<file path="config.mk">
export PLATFORM = sky130hd
export DESIGN_NAME = laser_ctrl
export DESIGN_NICKNAME = d
export VERILOG_FILES = /design/src/rtl/laser_pkg.sv /design/src/rtl/laser_slot.sv /design/src/rtl/laser_ctrl.sv
export SDC_FILE = /design/constraint.sdc
export NUM_CORES = 1
export LEC_CHECK = 0
export CORE_MARGIN = 3
export CORE_UTILIZATION = 35
export CTS_CLUSTER_SIZE = 24
export DETAILED_ROUTE_END_ITERATION = 10
export GPL_TIMING_DRIVEN = 0
export HOLD_SLACK_MARGIN = 0.12
export PLACE_DENSITY_LB_ADDON = 0.2
export SLEW_MARGIN = 20
export SYNTH_ARGS = -nofsm -noshare
export SYNTH_HDL_FRONTEND = slang
export SYNTH_SLANG_ARGS = --single-unit
</file>
<file path="constraint.sdc">
create_clock -name clk_i -period 2.58 [get_ports clk_i]
set_clock_uncertainty 0.1 [all_clocks]
set_input_delay 0.387 -clock clk_i [delete_from_list [all_inputs] [get_ports clk_i]]
set_output_delay 0.387 -clock clk_i [all_outputs]
set_load 0.05 [all_outputs]
</file>
<file path="src/rtl/laser_pkg.sv">
// Shared types and constants for the player laser controller.
package laser_pkg;

    // Controller states: READY accepts a shot, COOL waits out the cooldown,
    // HALT holds everything cleared while the player is dead.
    typedef enum logic [1:0] {
        READY = 2'd0,
        COOL  = 2'd1,
        HALT  = 2'd2
    } ctrl_state_e;

    // Width of a screen coordinate.
    localparam int unsigned coord_w = 10;

    // Width of the cooldown counter.
    localparam int unsigned cool_w = 4;

    // Screen geometry.
    localparam int unsigned screen_w = 640;
    localparam int unsigned screen_h = 480;

    // Laser colour as 4:4:4 RGB, used by the display logic.
    localparam logic [11:0] laser_color = 12'hF00;

endpackage

</file>
<file path="src/rtl/laser_slot.sv">
// One laser slot: holds valid/x/y and applies clear > hit > spawn load > move.
module laser_slot
    import laser_pkg::*;
#(
    parameter int unsigned step_p       = 8,
    parameter int unsigned spawn_y_p    = 440,
    parameter int unsigned top_border_p = 10
) (
    input  logic               clk_i,
    input  logic               reset_i,
    input  logic               clear_i,   // player dead: drop the laser
    input  logic               hit_i,     // collision clear, ignored when idle
    input  logic               load_i,    // spawn into this slot
    input  logic               move_i,    // unpaused frame tick
    input  logic [coord_w-1:0] x_i,       // gun x sampled in the spawn cycle
    output logic               valid_o,
    output logic [coord_w-1:0] x_o,
    output logic [coord_w-1:0] y_o
);

    localparam logic [coord_w-1:0] StepY    = coord_w'(step_p);
    localparam logic [coord_w-1:0] SpawnY   = coord_w'(spawn_y_p);
    // A laser only moves if the result stays at or below the top border.
    localparam logic [coord_w-1:0] MinMoveY = coord_w'(top_border_p + step_p);

    logic               valid_q, valid_d;
    logic [coord_w-1:0] x_q, x_d;
    logic [coord_w-1:0] y_q, y_d;

    // Next-state: clear/hit retire, spawn load on a free slot, else move or retire at top.
    always_comb begin
        valid_d = valid_q;
        x_d     = x_q;
        y_d     = y_q;
        if (clear_i || (hit_i && valid_q)) begin
            valid_d = 1'b0;
            x_d     = '0;
            y_d     = '0;
        end else if (load_i && !valid_q) begin
            valid_d = 1'b1;
            x_d     = x_i;
            y_d     = SpawnY;
        end else if (move_i && valid_q) begin
            if (y_q >= MinMoveY) begin
                y_d = y_q - StepY;
            end else begin
                valid_d = 1'b0;
                x_d     = '0;
                y_d     = '0;
            end
        end
    end

    // Slot state register.
    always_ff @(posedge clk_i or posedge reset_i) begin
        if (reset_i) begin
            valid_q <= 1'b0;
            x_q     <= '0;
            y_q     <= '0;
        end else begin
            valid_q <= valid_d;
            x_q     <= x_d;
            y_q     <= y_d;
        end
    end

    assign valid_o = valid_q;
    assign x_o     = x_q;
    assign y_o     = y_q;

endmodule

</file>
<file path="src/rtl/laser_ctrl.sv">
// Player laser controller: shot qualification, cooldown, slot allocation and
// per-frame laser motion.
// Build option: define LASER_AUTOFIRE_EN to fire on the shoot level instead of
// its rising edge.
module laser_ctrl
    import laser_pkg::*;
#(
    parameter int unsigned num_slots_p  = 2,
    parameter int unsigned step_p       = 8,
    parameter int unsigned cooldown_p   = 15,
    parameter int unsigned spawn_y_p    = 440,
    parameter int unsigned top_border_p = 10
) (
    input  logic                           clk_i,
    input  logic                           reset_i,
    input  logic                           frame_i,
    input  logic                           shoot_i,
    input  logic                           alive_i,
    input  logic                           pause_i,
    input  logic [coord_w-1:0]             gun_pos_i,
    input  logic [num_slots_p-1:0]         hit_slot_i,
    output logic [num_slots_p-1:0]         laser_valid_o,
    output logic [coord_w*num_slots_p-1:0] laser_x_o,
    output logic [coord_w*num_slots_p-1:0] laser_y_o,
    output logic                           shot_laser_o,
    output logic                           ready_o
);

    localparam logic [cool_w-1:0] CoolInit = cool_w'(cooldown_p);

    ctrl_state_e           state_q, state_d;
    logic [cool_w-1:0]     cool_q, cool_d;
    logic                  shot_q;
    logic                  ready_q;
    logic                  fire_req;
    logic                  move;
    logic                  spawn;
    logic                  any_free;
    logic [num_slots_p-1:0] spawn_sel;

    // Frame ticks only count while the level is running.
    assign move = frame_i & ~pause_i;

`ifdef LASER_AUTOFIRE_EN
    // Holding the button re-fires whenever the controller is READY again.
    assign fire_req = shoot_i;
`else
    logic shoot_q;

    // Previous shoot level for rising-edge qualification.
    always_ff @(posedge clk_i or posedge reset_i) begin
        if (reset_i) begin
            shoot_q <= 1'b0;
        end else begin
            shoot_q <= shoot_i;
        end
    end

    assign fire_req = shoot_i & ~shoot_q;
`endif

    // Lowest-index free slot; any_free is low when every slot is in flight.
    always_comb begin
        spawn_sel = '0;
        any_free  = 1'b0;
        for (int unsigned k = 0; k < num_slots_p; k++) begin
            if (!any_free && !laser_valid_o[k]) begin
                spawn_sel[k] = 1'b1;
                any_free     = 1'b1;
            end
        end
    end

    // Presses that do not meet every condition here are dropped, not queued.
    assign spawn = (state_q == READY) & fire_req & alive_i & ~pause_i & any_free;

    // Controller next state and cooldown counter.
    always_comb begin
        state_d = state_q;
        cool_d  = cool_q;

        if (!alive_i) begin
            cool_d = '0;
        end else if (spawn) begin
            cool_d = CoolInit;
        end else if (move && (cool_q != '0)) begin
            cool_d = cool_q - cool_w'(1);
        end

        if (!alive_i) begin
            state_d = HALT;
        end else begin
            case (state_q)
                READY:   if (spawn) state_d = COOL;
                COOL:    if (cool_q == '0) state_d = READY;
                HALT:    state_d = READY;
                default: state_d = READY;
            endcase
        end
    end

    // Controller state, cooldown and registered status outputs.
    always_ff @(posedge clk_i or posedge reset_i) begin
        if (reset_i) begin
            state_q <= READY;
            cool_q  <= '0;
            shot_q  <= 1'b0;
            ready_q <= 1'b1;
        end else begin
            state_q <= state_d;
            cool_q  <= cool_d;
            shot_q  <= spawn;
            ready_q <= (state_d == READY);
        end
    end

    assign shot_laser_o = shot_q;
    assign ready_o      = ready_q;

    for (genvar k = 0; k < num_slots_p; k++) begin : g_slot
        laser_slot #(
            .step_p       (step_p),
            .spawn_y_p    (spawn_y_p),
            .top_border_p (top_border_p)
        ) u_slot (
            .clk_i   (clk_i),
            .reset_i (reset_i),
            .clear_i (~alive_i),
            .hit_i   (hit_slot_i[k]),
            .load_i  (spawn & spawn_sel[k]),
            .move_i  (move),
            .x_i     (gun_pos_i),
            .valid_o (laser_valid_o[k]),
            .x_o     (laser_x_o[coord_w*k +: coord_w]),
            .y_o     (laser_y_o[coord_w*k +: coord_w])
        );
    end

endmodule

</file>
Yosys cells after proc, flatten, opt, wreduce, memory -nomap -nowiden

Cells that the tools add are included.

Register bits: 51
Input bits: 18
Output and inout port bits: 44
Logic and storage cells: 85

$add $sub $neg: 3
Magnitude comparators: 2
Equality and inequality tests: 4
Mux-type cells: 34
Bitwise logic cells: 11
Reductions and logical operators: 20

Operators by type and width:

| operator                | count |
|---|---|
| $mux W10                | 16 |
| $ge A10 B5 Y1 const B   | 2 |
| $sub A10 B4 Y10 const B | 2 |
| $mux W4                 | 3 |
| $mux W1                 | 11 |
| $ne A3 B1 Y1 const B    | 3 |
| $and A1 B1 Y1           | 8 |
| $logic_and A1 B1 Y1     | 8 |
| $mux W2                 | 3 |
| $reduce_bool A3 Y1      | 2 |
| $logic_not A2 Y1        | 2 |
| $logic_not A4 Y1        | 1 |
| $pmux W2 S2             | 1 |
| $reduce_and A2 Y1       | 2 |
| $reduce_bool A4 Y1      | 1 |
| $sub A4 B1 Y4 const B   | 1 |
| $not A1 Y1              | 3 |
| $eq A2 B1 Y1 const B    | 1 |
| $logic_not A1 Y1        | 2 |
| $logic_or A1 B1 Y1      | 2 |

Logic depth before layout (Yosys ltp)

Gate-level depths: netlist of run 1.

Word-level depth: 10
Gate-level depth with buffers: 6
Mapped depth without buffers: 6

Cells and area by module

From an unflattened synthesis of run 1, not the netlist that was laid out.

Cell total of the unflattened synthesis: 205
Area, all modules: 2,259.7 um^2

Modules (own cells, without submodules):

| module     | instances | cells each | area each (um^2) | sequential area each (um^2) |
|---|---|---|---|---|
| laser_slot | 2         | 82         | 917.1            | 450.4 |
| laser_ctrl | 1         | 41         | 425.4            | 226.5 |

Worst setup path before layout of run 1

Ideal clock, no wire load.

Path type: register to register
Start: register g_slot[0].u_slot.y_q[6]
End: register g_slot[0].u_slot.x_q[0]
Setup time: 0.121 ns
Arrival time: 1.720 ns
Data required time: 2.359 ns
Slack: 0.639 ns
Cell stages (with the launch flop): 5
Buffers on the path: 0
Clock period less this slack: 1.941 ns
Cell sequence: dfrtp_1 -> or3_1 -> nor2_1 -> a311oi_2 -> a22o_1

Word-level cells in the longest chain between the ends: 3

RTL lines:

| item                               | line             | RTL |
|---|---|---|
| start: declaration                 | laser_slot.sv:28 | `logic [coord_w-1:0] y_q, y_d;` |
| start signal: assignment           | laser_slot.sv:63 | `y_q <= y_d;` |
| $ge A10 B5 Y1                      | laser_slot.sv:44 | `if (y_q >= MinMoveY) begin` |
| $ne A3 B1 Y1 (no source line)      | -                |  |
| $reduce_and A2 Y1 (no source line) | -                |  |
| end signal: assignment             | laser_slot.sv:58 | `x_q <= '0;` |
| end signal: assignment             | laser_slot.sv:62 | `x_q <= x_d;` |
| end: declaration                   | laser_slot.sv:27 | `logic [coord_w-1:0] x_q, x_d;` |

No other way between the ends.
A chain may end at the register's enable or synchronous reset.

Worst setup path after layout of run 1

Start: register g_slot[1].u_slot.valid_q
End: output laser_valid_o[1]

RTL lines:

| item                     | line             | RTL |
|---|---|---|
| start: declaration       | laser_slot.sv:26 | `logic valid_q, valid_d;` |
| start signal: assignment | laser_slot.sv:61 | `valid_q <= valid_d;` |
| end: declaration         | laser_ctrl.sv:22 | `output logic [num_slots_p-1:0] laser_valid_o,` |

No word-level cell between the ends.

==> results.py, run 1 <==
metrics = {
    "outcome": {
        "status": "finished clean",
    },
    "critical_path": {
        "crit_buf_inv": 2,
        "slowest_stage": "clkdlybuf4s50_1",
        "cp_max_fo": 9,
        "cp_slowest_stage_delay_ns": 0.79,
        "cp_top_family": "buffers and inverters",
        "cp_cell_sequence": "buf_4 > clkdlybuf4s50_1",
        "crit_required_ns": 2.09,
        "path_class": "reg -> out",
        "arrival_ns": 1.78,
        "startpoint_type": "flop",
        "endpoint_kind": "primary output",
    },
    "global_routing": {
        "grt_first_pass_wirelength_um": 8730,
        "grt_pass1_vias": 1742,
        "grt_max_degree": 28,
        "gr-total-overflow": 0,
        "antenna_found_initial": 0,
        "track_usage_pct": 15.3,
    },
    "cts": {
        "cts_buffers": 5,
        "cts-root-buf": "clkbuf_8",
        "holdBufCountCts": 0,
        "cts_max_level": 2,
        "cts_setup_buffers": 0,
        "clockBufferDepth": 2,
        "cts.clk_slew.worst_paths_ns": 0.08,
        "clkSinkCount": 45,
        "tritoncts": "done",
        "clkLatencyLatePin_ns": 0.29,
        "cts-resized-gates": 0,
    },
    "sta": {
        "rsz0062_at_grt": "false",
        "period_share_pct": 87.9,
        "finalWorstSetupSlack_ns": 0.311,
        "finalHoldViolations": 0,
        "fin_crit_ns": 2.27,
        "tns_ns": 0,
        "tightest_slew_ns": 0.837,
        "setup_violations": 0,
        "drv_slew": 0,
        "hold-worst-slack_ns": 0.296,
        "slew_headroom_pct": 44.2,
        "max_freq_mhz": 441,
    },
    "route": {
        "dr.first_iter.drc_count": 77,
        "drt_wl_total_um": 5180,
        "num_vias": 1763,
        "viasPerCell": 5.26,
        "postRouteAntennaNets": 0,
        "drt-pass1-iter-count": 4,
        "wl_per_cell_um": 15.5,
        "drc": 0,
    },
    "place": {
        "place_hpwl_um": 3760,
        "placed_area_mm2": 0.00283,
        "gp_congestion": 0.830,
        "place_ws_ns": 0.00520,
        "port_buffers": 55,
    },
    "synth": {
        "synth_seq_area_share_pct": 52.5,
        "async_reset_ff_share_pct": 100,
        "synth_edf_count": 0,
        "syn_area_per_cell_um2": 11.1,
        "post-synth-top-area-cell": "dfrtp_1",
        "synth_top_area_share_pct": 51.3,
        "synth_cell_type_count": 50,
        "synth_most_common_cell": "dfrtp_1",
        "ys.flop_type": "dfrtp_1",
        "synthTopCellsByCount": "dfrtp_1, a22o_1, nand2_1",
        "ys_seq_elements": 45,
        "syn_inst": 194,
        "synth_area_leaders": "dfrtp_1, a22o_1, nand2_1",
        "yosys_warnings": 0,
        "netlist_area_mm2": 0.00215,
    },
    "layout": {
        "drive_above_1_share_pct": 11.8,
        "syn2layout_area_growth_pct": 35.8,
        "finalNetCount": 283,
        "fillers": 545,
        "final_cell_area_mm2": 0.00292,
        "antennaDiodeCount": 0,
    },
    "pwr": {
        "p_per_area_mw_per_mm2": 468,
        "p_leak_nw": 1.24,
        "vdd_drop_max_mv": 0.319,
    },
    "floorplan": {
        "start_util_pct": 37.6,
        "num_io_pins": 62,
        "dieArea_mm2": 0.00711,
        "design.core.area_mm2": 0.00571,
        "rows": 27,
        "die_h_um": 84.3,
        "die_w_um": 84.3,
    },
    "min_path": {
        "hp-class": "in -> async",
    },
    "job": {
        "drv_cap": 0,
    },
}
[power breakdown]
part / internal, mW / total, mW / switching, mW
Combinational: 0.0725 / 0.191 / 0.119
Sequential: 0.719 / 0.729 / 0.0101
Clock: 0.219 / 0.447 / 0.228
Total: 1.01 / 1.37 / 0.357
[registers in the layout (all words and copies together) (netlist names)]
| signal | count |
|---|---|
| shoot_q | 1 |
| ready_o | 1 |
| shot_laser_o | 1 |
| state_q | 2 |
| g_slot.u_slot.x_o | 20 |
| g_slot.u_slot.y_o | 14 |
| g_slot.u_slot.valid_o | 2 |
| cool_q | 4 |
[through the flow]
| stage | util [%] | power, mW | std cells |
|---|---|---|---|
| 6_report | 51.1 | 1.37 | 335 |
| 5_1_grt | 51.1 | 1.42 | 335 |
| 4_1_cts | 51.1 | 1.38 | 335 |
| 3_5_place_dp | 49.5 | 0.936 | 327 |
| 3_3_place_gp | 49.2 | 0.930 | 326 |
| 2_1_floorplan | - | 0.863 | 199 |
[metal layers]
layer  track usage [%]  wire [um]  vias to the layer above
met5                 0          0                        -
met4              4.75         72                        0
met3              3.34        240                        6
met2              24.6       2400                       48
met1              20.5       2470                      857
li1                  -          -                      852
[cells by family after synthesis]
group | after synthesis | synth area share [%]
flops | 45 | 52.5
mux | 3 | 1.46
compound gates | 54 | 19.7
xor+xnor | 1 | 0.408
buf+inv | 25 | 6.29
fa+ha+maj | 3 | 1.75
simple gates | 62 | 17.7
other cells | 1 | 0.175
[final timing paths]
check                      slack, ns                                  end  cells past startpoint                                  from
max                             0.31                     laser_valid_o[1]                      2  g_slot[1].u_slot.valid_o$_DFFE_PP0P_
min                             0.30  g_slot[1].u_slot.y_o[9]$_DFFE_PP0P_                      2                               reset_i
max reg2reg                     0.56  g_slot[0].u_slot.x_o[8]$_DFFE_PP0P_                      4   g_slot[0].u_slot.y_o[6]$_DFFE_PP0P_
min reg2reg                     0.40  g_slot[1].u_slot.x_o[6]$_DFFE_PP0P_                      1   g_slot[1].u_slot.x_o[6]$_DFFE_PP0P_
max in group asynchronous       1.61  g_slot[0].u_slot.x_o[8]$_DFFE_PP0P_                      3                               reset_i
min in group clk_i              0.40  g_slot[1].u_slot.x_o[6]$_DFFE_PP0P_                      1   g_slot[1].u_slot.x_o[6]$_DFFE_PP0P_
[layout by cell type, fill, tap and decap left out, types with 2 or more instances in the layout]
cell type,instances
a21oi_1,9
o311ai_0,4
o41ai_1,2
inv_1,10
or3_1,11
nand4b_1,2
nand2_1,19
buf_4,8
clkdlybuf4s50_1,55
clkbuf_8,6
nor3_1,3
mux2i_1,2
nor2_1,5
nand2b_1,2
nor3b_1,2
a31oi_1,7
a22o_1,20
conb_1,6
ha_1,3
and2_1,2
or4_1,3
buf_2,3
nor4_1,2
clkbuf_1,4
dfrtp_1,44
[cell type report]
cell class / instances / area [um^2] / share of cell area [%]
multi-input cells: 129 / 905 / 31.0
repair buffers: 56 / 571 / 19.6
clock buffers: 8 / 90.1 / 3.09
plain buffers: 14 / 93.8 / 3.22
flip-flops and latches: 45 / 1130 / 38.6
inverters: 11 / 41.3 / 1.42
well taps: 72 / 90.1 / 3.09
No activity file was read; power rests on OpenSTA's default activity.
==> inputs of run 2 (changes only) <==
==> constraint.sdc (replaced) <==
create_clock -name clk_i -period 1.9 [get_ports clk_i]
set_clock_uncertainty 0.1 [all_clocks]
set_input_delay 0.57 -clock clk_i [delete_from_list [all_inputs] [get_ports clk_i]]
set_output_delay 0.57 -clock clk_i [all_outputs]
set_load 0.05 [all_outputs]
==> run 2 against run 1 <==
  * Global-route usage rose by 1.1 points
  * Final area up 7.0%
  * Worst setup slack worse by 0.33 ns
  * Critical path depth grew 4
  * First-iteration DRC count is 23% lower
  * Non-clock buffer count up 8
  * Sequential power is 36% higher
  * The flow now finishes with violations (negative setup slack)
  * Largest cell class unchanged
  * Total power increased by 38%
  * Die area stayed put
==> results.py, run 2 (synthesis gave the netlist of run 1 again) <==
metrics = {
    "outcome": {
        "status": "finished, violations left",
        "violations": "negative setup slack",
    },
    "global_routing": {
        "grt_first_pass_wirelength_um": 9400,
        "grt_max_degree": 28,
        "gr-total-overflow": 0,
        "track_usage_pct": 16.4,
        "grt_pass1_vias": 1802,
        "antenna_found_initial": 0,
    },
    "place": {
        "gp_congestion": 0.810,
        "placed_area_mm2": 0.00283,
        "place_hpwl_um": 3770,
        "port_buffers": 55,
    },
    "route": {
        "drt_wl_total_um": 5610,
        "wl_per_cell_um": 16.3,
        "drc": 0,
        "postRouteAntennaNets": 0,
        "drt-pass1-iter-count": 4,
        "dr.first_iter.drc_count": 59,
        "num_vias": 1818,
        "viasPerCell": 5.28,
    },
    "cts": {
        "cts_buffers": 5,
        "holdBufCountCts": 0,
        "clkSinkCount": 45,
        "clockBufferDepth": 2,
        "tritoncts": "done",
        "clkLatencyLatePin_ns": 0.30,
        "cts.clk_slew.worst_paths_ns": 0.07,
        "cts-root-buf": "clkbuf_8",
        "cts_max_level": 2,
    },
    "sta": {
        "setup_violations": 3,
        "tightest_slew_ns": 0.515,
        "tns_ns": -0.0314,
        "max_freq_mhz": 522,
        "finalWorstSetupSlack_ns": -0.0161,
        "rsz0062_at_grt": "true",
        "period_share_pct": 101,
        "drv_slew": 0,
        "slew_headroom_pct": 65.8,
        "fin_crit_ns": 1.92,
        "finalHoldViolations": 0,
    },
    "layout": {
        "finalNetCount": 292,
        "largest_reg_flops": 20,
        "final_cell_area_mm2": 0.00312,
        "drive_above_1_share_pct": 26.5,
        "fillers": 522,
        "syn2layout_area_growth_pct": 45.4,
        "layout_commonest_cell": "dfrtp_1",
        "layout_common_cells": "dfrtp_1, a22o_1, nand2_1",
        "antennaDiodeCount": 0,
    },
    "critical_path": {
        "cp_max_fo": 7,
        "path_class": "in -> reg",
        "crit_buf_inv": 2,
        "arrival_ns": 2.00,
        "cp_slowest_stage_delay_ns": 0.54,
        "cp_top_family": "simple AND/OR/NAND/NOR gates",
        "crit_required_ns": 1.98,
        "endpoint_kind": "flop",
        "startpoint_type": "input pin",
        "slowest_stage": "or4b_4",
        "cp_cell_sequence": "buf_2 > or4b_4 > nor3_4 > buf_6 > a311oi_4 > a22o_1",
    },
    "job": {
        "drv_cap": 0,
    },
    "floorplan": {
        "num_io_pins": 62,
        "die_h_um": 84.3,
        "start_util_pct": 37.6,
        "rows": 27,
        "dieArea_mm2": 0.00711,
        "die_w_um": 84.3,
        "design.core.area_mm2": 0.00571,
    },
    "min_path": {
        "hp-class": "reg -> reg",
    },
    "pwr": {
        "p_total_mw": 1.88,
        "p_per_area_mw_per_mm2": 603,
        "vdd_drop_max_mv": 0.333,
        "p_leak_nw": 1.41,
    },
}
run 2: cell count changes in the layout (fill, tap and decap cells not counted), moves of 5 or more:
cell             before  now
clkdlybuf4s50_1      55   13
clkbuf_2              0    5
dlygate4sd2_1         0   16
clkdlybuf4s15_2       0   10
clkdlybuf4s15_1       0    9
buf_4                 8   13
run 2: path summary, 6_finish.rpt:
kind	cells past startpoint	from	end	slack [ns]
max in group asynchronous	3	reset_i	g_slot[0].u_slot.y_o[6]$_DFFE_PP0P_	0.71
setup reg to reg	5	state_q[0]$_DFF_PP0_	g_slot[0].u_slot.x_o[5]$_DFFE_PP0P_	-0.01
setup / recovery	6	alive_i	g_slot[0].u_slot.x_o[5]$_DFFE_PP0P_	-0.02
min in group asynchronous	2	reset_i	g_slot[0].u_slot.y_o[3]$_DFFE_PP0P_	0.49
hold reg to reg	1	g_slot[1].u_slot.x_o[5]$_DFFE_PP0P_	g_slot[1].u_slot.x_o[5]$_DFFE_PP0P_	0.40
hold / removal	1	g_slot[1].u_slot.x_o[5]$_DFFE_PP0P_	g_slot[1].u_slot.x_o[5]$_DFFE_PP0P_	0.40
run 2: final cells by class:
class | instances | area (um^2) | share of cell area [%]
Buffer | 14 | 106 | 3.41
Clock buffer | 8 | 90.1 | 2.88
Inverter | 11 | 41.3 | 1.32
Multi-Input combinational cell | 130 | 1020 | 32.6
Sequential cell | 45 | 1130 | 36.2
Tap cell | 72 | 90.1 | 2.88
Timing Repair Buffer | 64 | 647 | 20.7
run 2: power breakdown:
group | leakage (nW) | switching (mW) | internal [mW]
Sequential | 0.613 | 0.0141 | 0.976
Clock | 0.0455 | 0.307 | 0.297
Combinational | 0.756 | 0.177 | 0.111
Total | 1.41 | 0.498 | 1.38
run 2: what timing repair did:
item	in CTS	in global routing
pin swaps	6	4
resized for setup	87	26
setup endpoints to repair	81	47
gates cloned	3	0
setup buffers	5	1
run 2: worst register-to-register path: cells and delay by family (launching register included):
kind | cells | cell delay [ns]
AO/OA/AOI/OAI | 2 | 0.28
buffers and inverters | 1 | 0.17
AND/OR/NAND/NOR | 2 | 0.88
flip-flops | 1 | 0.39
run 2: layer usage:
layer  routed length (um)  up-vias  global-route usage (%)
li1                     -      870                       -
met1                 2550      894                    23.0
met2                 2720       50                    25.6
met3                  290        4                    3.83
met4                   48        0                    4.32
met5                    0        -                       0
run 2: through the flow:
stage	setup slack (ns)	utilization, %	instances	hold WS [ns]
after global routing	-0.0762	54.7	344	0.421
after CTS	-0.103	54.1	343	0.402
after floorplan	-0.0349	-	199	0.446
after global placement	-0.901	49.2	326	0.383
final	-0.0161	54.7	344	0.397
after detailed placement	-0.868	49.6	327	0.384
==> inputs of run 3 (changes only) <==
Settings changed: CTS_CLUSTER_SIZE 24 to 16.
==> results of run 3 <==
Same layout as run 2: the final DEF is identical, and so are final timing and power.
